<file path="src/rtl/subcor_stage_arbiter_if.sv">
`default_nettype none
`timescale 1ns/1ps
// ============================================================================
// Module      : subcor_stage_arbiter_if
// Description : Bundles the two requester ports, the sub-correction stage
//               port and the result port of the stage arbiter.
// Revision    : 1.0 - initial release
// ============================================================================
interface subcor_stage_arbiter_if #(
  parameter int DATA_WIDTH = 18,
  parameter int NUM_DIGITS = 8
);
  localparam int W = DATA_WIDTH * NUM_DIGITS;

  logic         req0_valid;
  logic         req0_ready;
  logic [W-1:0] req0_dig;
  logic [1:0]   req0_sign;
  logic         req1_valid;
  logic         req1_ready;
  logic [W-1:0] req1_dig;
  logic [1:0]   req1_sign;
  logic [W-1:0] stg_dig;
  logic [1:0]   stg_sign;
  logic [W-1:0] stg_res;
  logic         res_valid;
  logic         res_ready;
  logic [W-1:0] res_data;
  logic         res_id;
  logic         busy;

  // Requester / stage-model / consumer side
  modport master (
    output req0_valid, req0_dig, req0_sign,
    output req1_valid, req1_dig, req1_sign,
    output stg_res, res_ready,
    input  req0_ready, req1_ready, stg_dig, stg_sign,
    input  res_valid, res_data, res_id, busy
  );

  // Arbiter side
  modport slave (
    input  req0_valid, req0_dig, req0_sign,
    input  req1_valid, req1_dig, req1_sign,
    input  stg_res, res_ready,
    output req0_ready, req1_ready, stg_dig, stg_sign,
    output res_valid, res_data, res_id, busy
  );
endinterface
`default_nettype wire

</file>
<file path="src/rtl/subcor_stage_arbiter.sv">
`default_nettype none
`timescale 1ns/1ps
// ============================================================================
// Module      : subcor_stage_arbiter
// Description : Round-robin sharing of one fixed-latency RNS sub-correction
//               stage between two requesters, with owner tracking through the
//               stage and a credit-protected result FIFO.
// Revision    : 1.0 - initial release
// ============================================================================
module subcor_stage_arbiter #(
  parameter int DATA_WIDTH = 18,
  parameter int NUM_DIGITS = 8,
  parameter int LATENCY    = 4,
  parameter int FIFO_DEPTH = 8
) (
  input  logic                  clk,
  input  logic                  rst_n,
  subcor_stage_arbiter_if.slave bus
);
  localparam int W  = DATA_WIDTH * NUM_DIGITS;
  localparam int PW = $clog2(FIFO_DEPTH);
  localparam int CW = $clog2(FIFO_DEPTH + 1);
  localparam logic [CW:0] DEPTH_C = (CW + 1)'(FIFO_DEPTH);

  // Round-robin state: id of the requester granted last. Reset to 1 so that
  // requester 0 wins the first tie.
  logic last_id_q;

  logic [W-1:0] stg_dig_q;
  logic [1:0]   stg_sign_q;

  // Owner tracker, one slot per stage cycle plus the FIFO write slot
  logic [LATENCY:0] trk_vld_q;
  logic [LATENCY:0] trk_id_q;

  // Result FIFO
  logic [W-1:0]          mem_q [FIFO_DEPTH];
  logic [FIFO_DEPTH-1:0] id_mem_q;
  logic [PW-1:0]         wr_ptr_q, wr_ptr_d;
  logic [PW-1:0]         rd_ptr_q, rd_ptr_d;
  logic [CW-1:0]         count_q, count_d;
  logic [CW-1:0]         inflight_q, inflight_d;

  logic          credit_ok;
  logic [CW:0]   credit_sum;
  logic          grant0, grant1;
  logic          ready0, ready1;
  logic          issue, issue_id;
  logic          wr_en, wr_id;
  logic          res_valid, pop;

  // Credits come from registered counters only, so a pop is seen one cycle later
  assign credit_sum = {1'b0, inflight_q} + {1'b0, count_q};
  assign credit_ok  = credit_sum < DEPTH_C;

  assign grant0 = bus.req0_valid & (~bus.req1_valid | last_id_q);
  assign grant1 = bus.req1_valid & (~bus.req0_valid | ~last_id_q);

  // Nothing is accepted while reset is held
  assign ready0 = rst_n & credit_ok & grant0;
  assign ready1 = rst_n & credit_ok & grant1;

  assign issue    = (bus.req0_valid & ready0) | (bus.req1_valid & ready1);
  assign issue_id = bus.req1_valid & ready1;

  assign wr_en = trk_vld_q[LATENCY];
  assign wr_id = trk_id_q[LATENCY];

  assign res_valid = (count_q != '0);
  assign pop       = res_valid & bus.res_ready;

  // Round-robin pointer moves only when a word is actually issued
  always_ff @(posedge clk or negedge rst_n) begin
    if (!rst_n)     last_id_q <= 1'b1;
    else if (issue) last_id_q <= issue_id;
  end

  // Stage operand registers load the granted word and otherwise hold
  always_ff @(posedge clk or negedge rst_n) begin
    if (!rst_n) begin
      stg_dig_q  <= '0;
      stg_sign_q <= '0;
    end else if (issue) begin
      stg_dig_q  <= issue_id ? bus.req1_dig  : bus.req0_dig;
      stg_sign_q <= issue_id ? bus.req1_sign : bus.req0_sign;
    end
  end

  // Owner tracker shifts every cycle; clearing it discards whatever is in the stage
  always_ff @(posedge clk or negedge rst_n) begin
    if (!rst_n) begin
      trk_vld_q <= '0;
      trk_id_q  <= '0;
    end else begin
      trk_vld_q <= {trk_vld_q[LATENCY-1:0], issue};
      trk_id_q  <= {trk_id_q[LATENCY-1:0], issue_id};
    end
  end

  // Next-state for occupancy counters and FIFO pointers
  always_comb begin
    inflight_d = inflight_q;
    count_d    = count_q;
    wr_ptr_d   = wr_ptr_q;
    rd_ptr_d   = rd_ptr_q;
    if (issue && !wr_en)      inflight_d = inflight_q + CW'(1);
    else if (!issue && wr_en) inflight_d = inflight_q - CW'(1);
    if (wr_en && !pop)        count_d = count_q + CW'(1);
    else if (!wr_en && pop)   count_d = count_q - CW'(1);
    if (wr_en)                wr_ptr_d = wr_ptr_q + PW'(1);
    if (pop)                  rd_ptr_d = rd_ptr_q + PW'(1);
  end

  // Counter and pointer registers
  always_ff @(posedge clk or negedge rst_n) begin
    if (!rst_n) begin
      inflight_q <= '0;
      count_q    <= '0;
      wr_ptr_q   <= '0;
      rd_ptr_q   <= '0;
    end else begin
      inflight_q <= inflight_d;
      count_q    <= count_d;
      wr_ptr_q   <= wr_ptr_d;
      rd_ptr_q   <= rd_ptr_d;
    end
  end

  // FIFO storage; contents are don't-care until written, reads are gated by count
  always_ff @(posedge clk) begin
    if (wr_en) begin
      mem_q[wr_ptr_q]    <= bus.stg_res;
      id_mem_q[wr_ptr_q] <= wr_id;
    end
  end

  assign bus.req0_ready = ready0;
  assign bus.req1_ready = ready1;
  assign bus.stg_dig    = stg_dig_q;
  assign bus.stg_sign   = stg_sign_q;
  assign bus.res_valid  = res_valid;
  assign bus.res_data   = res_valid ? mem_q[rd_ptr_q] : '0;
  assign bus.res_id     = res_valid & id_mem_q[rd_ptr_q];
  assign bus.busy       = (inflight_q != '0) | (count_q != '0);

endmodule
`default_nettype wire
</file>
<file path="src/flat_wrapper.sv">
// flat-port wrapper written by rule: the top's interface ports become plain ports
module subcor_stage_arbiter_flat 
#(
  parameter int DATA_WIDTH = 18,
  parameter int NUM_DIGITS = 8,
  parameter int LATENCY    = 4,
  parameter int FIFO_DEPTH = 8
)
  (clk, rst_n, bus_req0_valid, bus_req0_dig, bus_req0_sign, bus_req1_valid, bus_req1_dig, bus_req1_sign, bus_stg_res, bus_res_ready, bus_req0_ready, bus_req1_ready, bus_stg_dig, bus_stg_sign, bus_res_valid, bus_res_data, bus_res_id, bus_busy);
  subcor_stage_arbiter_if #(.DATA_WIDTH(DATA_WIDTH), .NUM_DIGITS(NUM_DIGITS)) bus_i ();
  input  logic clk;
  input  logic rst_n;
  input wire logic [$bits(bus_i.req0_valid)-1:0] bus_req0_valid;
  input wire logic [$bits(bus_i.req0_dig)-1:0] bus_req0_dig;
  input wire logic [$bits(bus_i.req0_sign)-1:0] bus_req0_sign;
  input wire logic [$bits(bus_i.req1_valid)-1:0] bus_req1_valid;
  input wire logic [$bits(bus_i.req1_dig)-1:0] bus_req1_dig;
  input wire logic [$bits(bus_i.req1_sign)-1:0] bus_req1_sign;
  input wire logic [$bits(bus_i.stg_res)-1:0] bus_stg_res;
  input wire logic [$bits(bus_i.res_ready)-1:0] bus_res_ready;
  output wire logic [$bits(bus_i.req0_ready)-1:0] bus_req0_ready;
  output wire logic [$bits(bus_i.req1_ready)-1:0] bus_req1_ready;
  output wire logic [$bits(bus_i.stg_dig)-1:0] bus_stg_dig;
  output wire logic [$bits(bus_i.stg_sign)-1:0] bus_stg_sign;
  output wire logic [$bits(bus_i.res_valid)-1:0] bus_res_valid;
  output wire logic [$bits(bus_i.res_data)-1:0] bus_res_data;
  output wire logic [$bits(bus_i.res_id)-1:0] bus_res_id;
  output wire logic [$bits(bus_i.busy)-1:0] bus_busy;
  assign bus_i.req0_valid = bus_req0_valid;
  assign bus_i.req0_dig = bus_req0_dig;
  assign bus_i.req0_sign = bus_req0_sign;
  assign bus_i.req1_valid = bus_req1_valid;
  assign bus_i.req1_dig = bus_req1_dig;
  assign bus_i.req1_sign = bus_req1_sign;
  assign bus_i.stg_res = bus_stg_res;
  assign bus_i.res_ready = bus_res_ready;
  assign bus_req0_ready = bus_i.req0_ready;
  assign bus_req1_ready = bus_i.req1_ready;
  assign bus_stg_dig = bus_i.stg_dig;
  assign bus_stg_sign = bus_i.stg_sign;
  assign bus_res_valid = bus_i.res_valid;
  assign bus_res_data = bus_i.res_data;
  assign bus_res_id = bus_i.res_id;
  assign bus_busy = bus_i.busy;
  subcor_stage_arbiter #(.DATA_WIDTH(DATA_WIDTH), .NUM_DIGITS(NUM_DIGITS), .LATENCY(LATENCY), .FIFO_DEPTH(FIFO_DEPTH)) u_core (.clk(clk), .rst_n(rst_n), .bus(bus_i));
endmodule
</file>
<file path="config.mk">
export PLATFORM = sky130hd
export DESIGN_NAME = subcor_stage_arbiter_flat
export DESIGN_NICKNAME = d
export VERILOG_FILES = /design/src/rtl/subcor_stage_arbiter_if.sv /design/src/rtl/subcor_stage_arbiter.sv /design/src/flat_wrapper.sv
export SDC_FILE = /design/constraint.sdc
export NUM_CORES = 1
export LEC_CHECK = 0
export BUFFER_PORTS_ARGS = -buffer_cell sky130_fd_sc_hd__buf_2
export CELL_PAD_IN_SITES_DETAIL_PLACEMENT = 1
export CELL_PAD_IN_SITES_GLOBAL_PLACEMENT = 1
export CORE_MARGIN = 4
export CORE_UTILIZATION = 56
export CTS_BUF_LIST = sky130_fd_sc_hd__clkbuf_4
export DETAILED_ROUTE_END_ITERATION = 8
export GPL_ROUTABILITY_DRIVEN = 0
export PLACE_DENSITY_LB_ADDON = 0.15
export SYNTH_ARGS = -nofsm -noshare
export SYNTH_HDL_FRONTEND = slang
export SYNTH_SLANG_ARGS = --single-unit
</file>
<file path="constraint.sdc">
create_clock -name clk -period 16.7 [get_ports clk]
set_input_delay 1.67 -clock clk [delete_from_list [all_inputs] [get_ports clk]]
set_output_delay 1.67 -clock clk [all_outputs]
set_load 0.02 [all_outputs]
</file>
==> qor.yml, run 1 <==
cp.arrival_ns: 4.96
synth_cells: 2282
cellPowerDensity_nw_per_um2: 183
ctsHtreeMaxLevel: 5
post_cts.resized_instances: 0
count_of_cell_types_in_the_netlist: 45
largest_voltage_drop_on_the_vdd_net_uv: 132
grt_first_pass_wirelength_mm: 208
hold_viol_final: 0
critPathMaxFanout: 165
place_worst_setup_slack_ns: 11.16
hpwl_mm: 89.7
nFillCells: 7953
timing.final.max_slew_violations: 0
hold_buffers: 0
power_switching_share_pct: 35.4
area.growth.synth_to_final_pct: 17.6
synth_area_leaders: "sky130_fd_sc_hd__edfxtp_1, sky130_fd_sc_hd__mux4_2, sky130_fd_sc_hd__dfrtp_1, sky130_fd_sc_hd__mux2_2, sky130_fd_sc_hd__mux2_4"
post_route_cells_drive_above_1_share_pct: 52.9
hold_wc_path_type: "flip-flop to flip-flop"
vias: 27900
final.setup.worst_slack_ns: 10.07
synth_area_um2: 52100
setup_tns_ns: 0
placement_rows: 111
clock_skew_ns: 0.0716
clock_power_share_pct: 24.2
clk-insertion-delay-late_ns: 1.19
critPathRequiredTime_ns: 15.03
dr.first_iter.drc_count: 2442
layout_worst_path_cycle_share_pct: 39.7
design.die.area_um2: 97900
synth_enable_flop_cells: 1160
netlist.area_leader.share_pct: 66.9
grt_start_max_net_pins: 166
ys_seq_area_share_pct: 75.1
yosys_register_bits: 1331
switching_power_mw: 3.96
postSynthNetCount: 2736
seq_area_um2: 39100
postCtsSetupRepairBufs: 0
timing.slew.headroom_pct: 20.7
avgViaCountPerCell: 5.83
cts-root-to-sink-buffers: 4
antenna_found_initial: 53
slowest_delay_ns: 1.01
seq_power_share_pct: 38.7
multiInputGateArea_um2: 12200
avgRoutedWirePerCell_um: 29.7
synth_most_common_cell: "sky130_fd_sc_hd__edfxtp_1"
crit_path_buffers_inverters: 3
total_leakage_power_nw: 22.3
crit_path_slowest_cell: "sky130_fd_sc_hd__dfrtp_4"
die-height_um: 313
grt_util_all_layers_pct: 29.2
layout.core_utilization_pct: 66.6
yosysWarningCount: 0
path_class: "flip-flop to output port"
numClockSinks: 1331
io_pins: 736
drtAntennaViolNets: 0
maxCapViolCount: 0
cts_buffers: 345
initial_utilization_pct: 56.6
post-route-drc-count: 0
clock-root-buffer: "sky130_fd_sc_hd__clkbuf_4"
firstDrtPassIters: 5
cts_tree: "yes"
clock_transition_at_the_register_clock_pins_on_the_worst_setup_and_hold_paths_after_cts_ns: 0.07
coreArea_um2: 91900
rsz_0062_raised_after_global_routing: "false"
drt-total-wl_mm: 142
timing.critical_path.max_delay_family: "buffers and inverters"
dominantRegCellSynth: "sky130_fd_sc_hd__edfxtp_1"
timing_worst_slew_pin_value_ns: 1.19
portBuffers: 735
worstPathCellList: "buf_4 -> buf_12 -> mux4_2 -> a22o_1 -> buf_2"
outcome: "completed"
max_clock_freq_mhz: 151
width_of_the_die_um: 313
synth_top_area_cell: "sky130_fd_sc_hd__edfxtp_1"
post-route-min-period_ns: 6.63
worst_setup_path_start_kind: "flip-flop"
ys_async_sr_fraction_pct: 12.8
cell_internal_pwr_mw: 7.23
synth_area_per_cell_um2: 22.8
timing.critical_path.to_type: "output port"
first_global_vias: 31200
report.final.setup_viol: 0
pwr-share-comb_pct: 37.1
overflow: 0
ys_top_cells_by_count: "sky130_fd_sc_hd__edfxtp_1, sky130_fd_sc_hd__mux4_2, sky130_fd_sc_hd__dfrtp_1, sky130_fd_sc_hd__mux2_2, sky130_fd_sc_hd__a22o_1"
design.final.nets: 3727
-- state kept, by name (all words and copies together) (netlist names) --
register / flops
u_core.id_mem_q: 8
u_core.inflight_q: 4
u_core.bus.stg_dig: 144
u_core.wr_ptr_q: 3
u_core.trk_vld_q: 5
u_core.trk_id_q: 5
u_core.count_q: 4
u_core.rd_ptr_q: 3
u_core.mem_q: 1152
u_core.last_id_q: 1
u_core.bus.stg_sign: 2
-- cell type report --
class	count	area share, %
Clock inverter	101	0.910
Timing Repair Buffer	774	6.58
Clock buffer	482	5.91
Antenna cell	34	0.139
Inverter	6	0.0368
Tap cell	1243	2.54
Multi-Input combinational cell	815	20.0
Sequential cell	1331	63.9
-- through the flow --
stage	total power, mW	instances	hold slack [ns]	area, µm²
3_5_place_dp	8.61	4169	0.336	57000
2_1_floorplan	7.20	2282	0.331	52100
4_1_cts	11.3	4752	0.346	61100
6_report	11.2	4786	0.346	61200
3_3_place_gp	8.49	4169	0.334	57000
5_1_grt	11.7	4780	0.350	61200
-- cell usage in the layout (no fill, tap or decap), types with 35 or more instances in the layout --
master / count
sky130_fd_sc_hd__edfxtp_1: 1160
sky130_fd_sc_hd__buf_2: 734
sky130_fd_sc_hd__clkbuf_4: 482
sky130_fd_sc_hd__mux4_2: 290
sky130_fd_sc_hd__mux2_2: 170
sky130_fd_sc_hd__dfrtp_1: 168
sky130_fd_sc_hd__a22o_1: 145
sky130_fd_sc_hd__mux2_4: 100
sky130_fd_sc_hd__clkinv_1: 80
sky130_fd_sc_hd__buf_4: 35
-- routing by layer --
| metal | vias up | GRT usage (%) | wire (µm) |
|---|---|---|---|
| met4 | 18 | 12.1 | 4820 |
| met1 | 14600 | 35.4 | 51900 |
| li1 | 11800 | - | - |
| met2 | 1228 | 50.8 | 76400 |
| met5 | - | 0 | 111 |
| met3 | 273 | 6.69 | 9020 |
-- final timing paths --
kind / start / endpoint / slack (ns) / cells past startpoint
min in group asynchronous: rst_n / u_core.rd_ptr_q[2]$_DFFE_PN0P_ / 0.47 / 1
hold reg to reg: u_core.trk_vld_q[2]$_DFF_PN0_ / u_core.trk_vld_q[3]$_DFF_PN0_ / 0.35 / 0
setup / recovery: u_core.rd_ptr_q[1]$_DFFE_PN0P_ / bus_res_data[25] / 10.07 / 5
setup reg to reg: u_core.count_q[3]$_DFFE_PN0P_ / u_core.inflight_q[3]$_DFFE_PN0P_ / 12.85 / 9
max in group asynchronous: rst_n / u_core.bus.stg_dig[12]$_DFFE_PN0N_ / 14.20 / 3
hold / removal: u_core.trk_vld_q[2]$_DFF_PN0_ / u_core.trk_vld_q[3]$_DFF_PN0_ / 0.35 / 0
-- power by group through the flow --
stage / clock network, mW / logic, mW / registers (mW)
4_1_cts: 2.78 / 4.22 / 4.34
6_report: 2.71 / 4.16 / 4.34
2_1_floorplan: 0 / 2.63 / 4.57
3_3_place_gp: 0 / 4.12 / 4.37
3_5_place_dp: 0 / 4.21 / 4.40
5_1_grt: 2.99 / 4.36 / 4.38
-- kinds of logic (layout without fill, tap and decap cells) --
group | after synthesis | after routing | synth area share (%)
AO/OA/AOI/OAI | 163 | 163 | 2.71
XOR/XNOR | 8 | 8 | 0.135
adder cells (fa/ha/maj) | 13 | 13 | 0.341
buffers and inverters | 136 | 1363 | 1.54
flip-flops | 1331 | 1331 | 75.1
multiplexers | 588 | 588 | 19.7
other | 0 | 34 | 0
AND/OR/NAND/NOR | 43 | 43 | 0.445
(Power assumes the default switching activity.)
==> run 2, diff against run 1 <==
- ABC_AREA: not set -> 1
- CORE_UTILIZATION: 56 -> 48
- clock period: 16.7 -> 6.6 ns (I/O delays scaled with it)
==> qor.yml, run 2 <==
outcome: "completed"
largest_voltage_drop_on_the_vdd_net_uv: 190
dominantRegCellSynth: "sky130_fd_sc_hd__edfxtp_1"
top_register: "u_core.mem_q"
final_cell_mix: "sky130_fd_sc_hd__edfxtp_1, sky130_fd_sc_hd__nor2_1, sky130_fd_sc_hd__buf_2"
rsz_0062_raised_after_global_routing: "false"
total_leakage_power_nw: 27.3
timing_worst_slew_pin_value_ns: 1.35
area.growth.synth_to_final_pct: 25.1
synthAdderAreaFrac_pct: 0.322
postCtsSetupRepairBufs: 0
synth_area_um2: 55200
drt-total-wl_mm: 192
synth_compound_area_share_pct: 8.99
avgRoutedWirePerCell_um: 24.2
synth_top_family_by_area: "simple AND/OR/NAND/NOR gates"
worst_setup_path_start_kind: "flip-flop"
hold_viol_final: 0
portBuffers: 735
rr_worst_depth: 12
maxCapViolCount: 0
grt_start_max_net_pins: 218
flip_flop_count_of_the_largest_register_all_copies_and_words_added: 1152
count_of_cell_types_in_the_netlist: 30
netlist.area_leader.share_pct: 63.1
critPathMaxFanout: 94
first_global_vias: 47800
synth_most_common_cell: "sky130_fd_sc_hd__edfxtp_1"
final.setup.worst_slack_ns: 1.24
ys_top_cells_by_count: "sky130_fd_sc_hd__edfxtp_1, sky130_fd_sc_hd__nor2_1, sky130_fd_sc_hd__nand2_1, sky130_fd_sc_hd__o21ai_0, sky130_fd_sc_hd__inv_1"
yosys_register_bits: 1331
crit_path_slowest_cell: "sky130_fd_sc_hd__buf_4"
clock_transition_at_the_register_clock_pins_on_the_worst_setup_and_hold_paths_after_cts_ns: 0.07
worst_setup_path_endpoint: "u_core.bus.stg_dig[2]$_DFFE_PN0N_"
synth-simple-area-share_pct: 14.6
worst_setup_path_startpoint: "u_core.inflight_q[1]$_DFFE_PN0P_"
postSynthNetCount: 5302
placement_rows: 124
numClockSinks: 1331
ys_async_sr_fraction_pct: 12.8
cts_tree: "yes"
mostFrequentLayoutCell: "sky130_fd_sc_hd__edfxtp_1"
crit_path_buffers_inverters: 4
drtAntennaViolNets: 0
cp.arrival_ns: 6.50
cts-root-to-sink-buffers: 4
worstPathCellList: "ha_1 -> nand3_1 -> nand2_1 -> nand2_4 -> nand3_4 -> buf_4 -> nand2_4 -> buf_4 -> nand3_1 -> dlygate4sd3_1 -> nand2_1 -> dlygate4sd3_1"
path_class: "flip-flop to flip-flop"
vias: 44800
post-layout-total-power_mw: 16.9
final_area_um2: 69000
synth_area_leaders: "sky130_fd_sc_hd__edfxtp_1, sky130_fd_sc_hd__dfrtp_1, sky130_fd_sc_hd__nor2_1, sky130_fd_sc_hd__o21ai_0, sky130_fd_sc_hd__nand2_1"
clock_skew_ns: 0.0984
design.final.nets: 6554
avgViaCountPerCell: 5.66
layout_worst_path_cycle_share_pct: 81.3
slowest_delay_ns: 0.96
timing.critical_path.max_delay_family: "buffers and inverters"
post-route-drc-count: 0
coreArea_um2: 114000
synth_xor_area_share_pct: 0.143
synth_enable_flop_cells: 1160
yosys-mux-area-fraction_pct: 0
report.final.setup_viol: 0
post-route-min-period_ns: 5.36
hpwl_mm: 98.7
synth_cells: 4848
synth_area_per_cell_um2: 11.4
startpoint_of_the_worst_slack_reg_to_reg_timing_path: "u_core.inflight_q[1]$_DFFE_PN0P_"
timing.slew.headroom_pct: 10.1
overflow: 0
grt_util_all_layers_pct: 30.7
synth_top_area_cell: "sky130_fd_sc_hd__edfxtp_1"
antenna_found_initial: 58
clock-root-buffer: "sky130_fd_sc_hd__clkbuf_4"
ctsHtreeMaxLevel: 5
logic_depth_of_the_worst_path_buffers_included: 12
reg2reg_setup_slack_ns: 1.24
cellPowerDensity_nw_per_um2: 245
max_clock_freq_mhz: 186
hold_wc_path_type: "input pin to flip-flop"
initial_utilization_pct: 48.3
layout.core_utilization_pct: 60.4
width_of_the_die_um: 347
dr.first_iter.drc_count: 3766
ys_seq_area_share_pct: 70.9
r2r-end: "u_core.bus.stg_dig[2]$_DFFE_PN0N_"
critPathRequiredTime_ns: 7.74
clk-insertion-delay-late_ns: 1.20
timing.critical_path.to_type: "flip-flop"
timing.final.max_slew_violations: 0
io_pins: 736
grt_first_pass_wirelength_mm: 285
post_route_cells_drive_above_1_share_pct: 21.3
firstDrtPassIters: 6
place_worst_setup_slack_ns: 2.15
cts_buffers: 363
design.die.area_um2: 120000
placed_cell_area_um2: 59900
yosysWarningCount: 0
die-height_um: 347
[run 2: cell types whose count changed in the layout (fill, tap and decap cells not counted), sizes merged, moves of 291 or more]
cell / delta
o21ai: +583
nand3: +291
dlygate4sd3: +452
mux2: -296
nand2: +467
nor2: +1020
inv: +307
[run 2: worst min-delay path by stage]
stage / slack [ns] / to / depth (start not counted) / from
detailed placement: 0.34 / u_core.trk_id_q[2]$_DFF_PN0_ / 0 / u_core.trk_id_q[1]$_DFF_PN0_
global placement: 0.33 / u_core.trk_vld_q[4]$_DFF_PN0_ / 0 / u_core.trk_vld_q[3]$_DFF_PN0_
finish: 0.22 / u_core.mem_q[2][15]$_DFFE_PP_ / 2 / bus_stg_res[15]
floorplan: 0.33 / u_core.trk_id_q[1]$_DFF_PN0_ / 0 / u_core.trk_id_q[0]$_DFF_PN0_
CTS: 0.03 / u_core.mem_q[3][14]$_DFFE_PP_ / 2 / bus_stg_res[14]
global route: 0.09 / u_core.mem_q[0][15]$_DFFE_PP_ / 2 / bus_stg_res[15]
[run 2: report_power, final]
group	leakage, nW	switching [mW]	internal (mW)
Clock	2.62	3.41	3.85
Sequential	12.8	0	9.14
Combinational	12.0	0.280	0.237
[run 2: kinds of logic (layout without fill, tap and decap cells)]
| logic type | after synthesis | count (layout) |
|---|---|---|
| compound gates | 879 | 879 |
| fa+ha+maj | 13 | 13 |
| other cells | 0 | 58 |
| xor+xnor | 9 | 9 |
| simple gates | 1951 | 1951 |
| buf+inv | 665 | 2156 |
| flops | 1331 | 1331 |
[run 2: area by class of cell]
class / count / area [µm²]
fillers: 12200 / 45200
flip-flops and latches: 1331 / 39100
multi-input cells: 2852 / 13400
repair buffers: 1239 / 8810
clock buffers: 517 / 3880
well taps: 1512 / 1890
inverters: 313 / 1190
clock inverters: 87 / 543
diodes: 58 / 145
[run 2: worst register-to-register path: cells and delay by family (launching register included)]
family / cells / cell delay, ns
adder cells (fa/ha/maj): 1 / 0.35
buffers and inverters: 4 / 2.58
flip-flops: 1 / 0.48
AND/OR/NAND/NOR: 7 / 1.89
[run 2: timing repair]
item | 4_1_cts | 5_1_grt
endpoints found under the setup margin | 0 | 0
endpoints found under the hold margin | 1369 | 0
hold buffers | 453 | 0
gates resized for setup | 0 | 0
[run 2: per-stage QoR]
step | TNS (ns) | hold slack (ns) | std cells
final | 0 | 0.223 | 7909
after global routing | 0 | 0.0941 | 7897
after CTS | 0 | 0.0313 | 7851
after detailed placement | 0 | 0.339 | 6794
after global placement | 0 | 0.334 | 6794
after floorplan | -766.58 | 0.331 | 4848
[run 2: layer usage]
metal / share of wire (%) / wire, µm / vias up / track usage, %
met4: 4.2 / 8110 / 10 / 14.4
met2: 49 / 93900 / 2036 / 50.4
li1: - / - / 19800 / -
met1: 39 / 74900 / 22400 / 38.3
met5: 0.034 / 65 / - / 0
met3: 7.7 / 14700 / 584 / 7.83
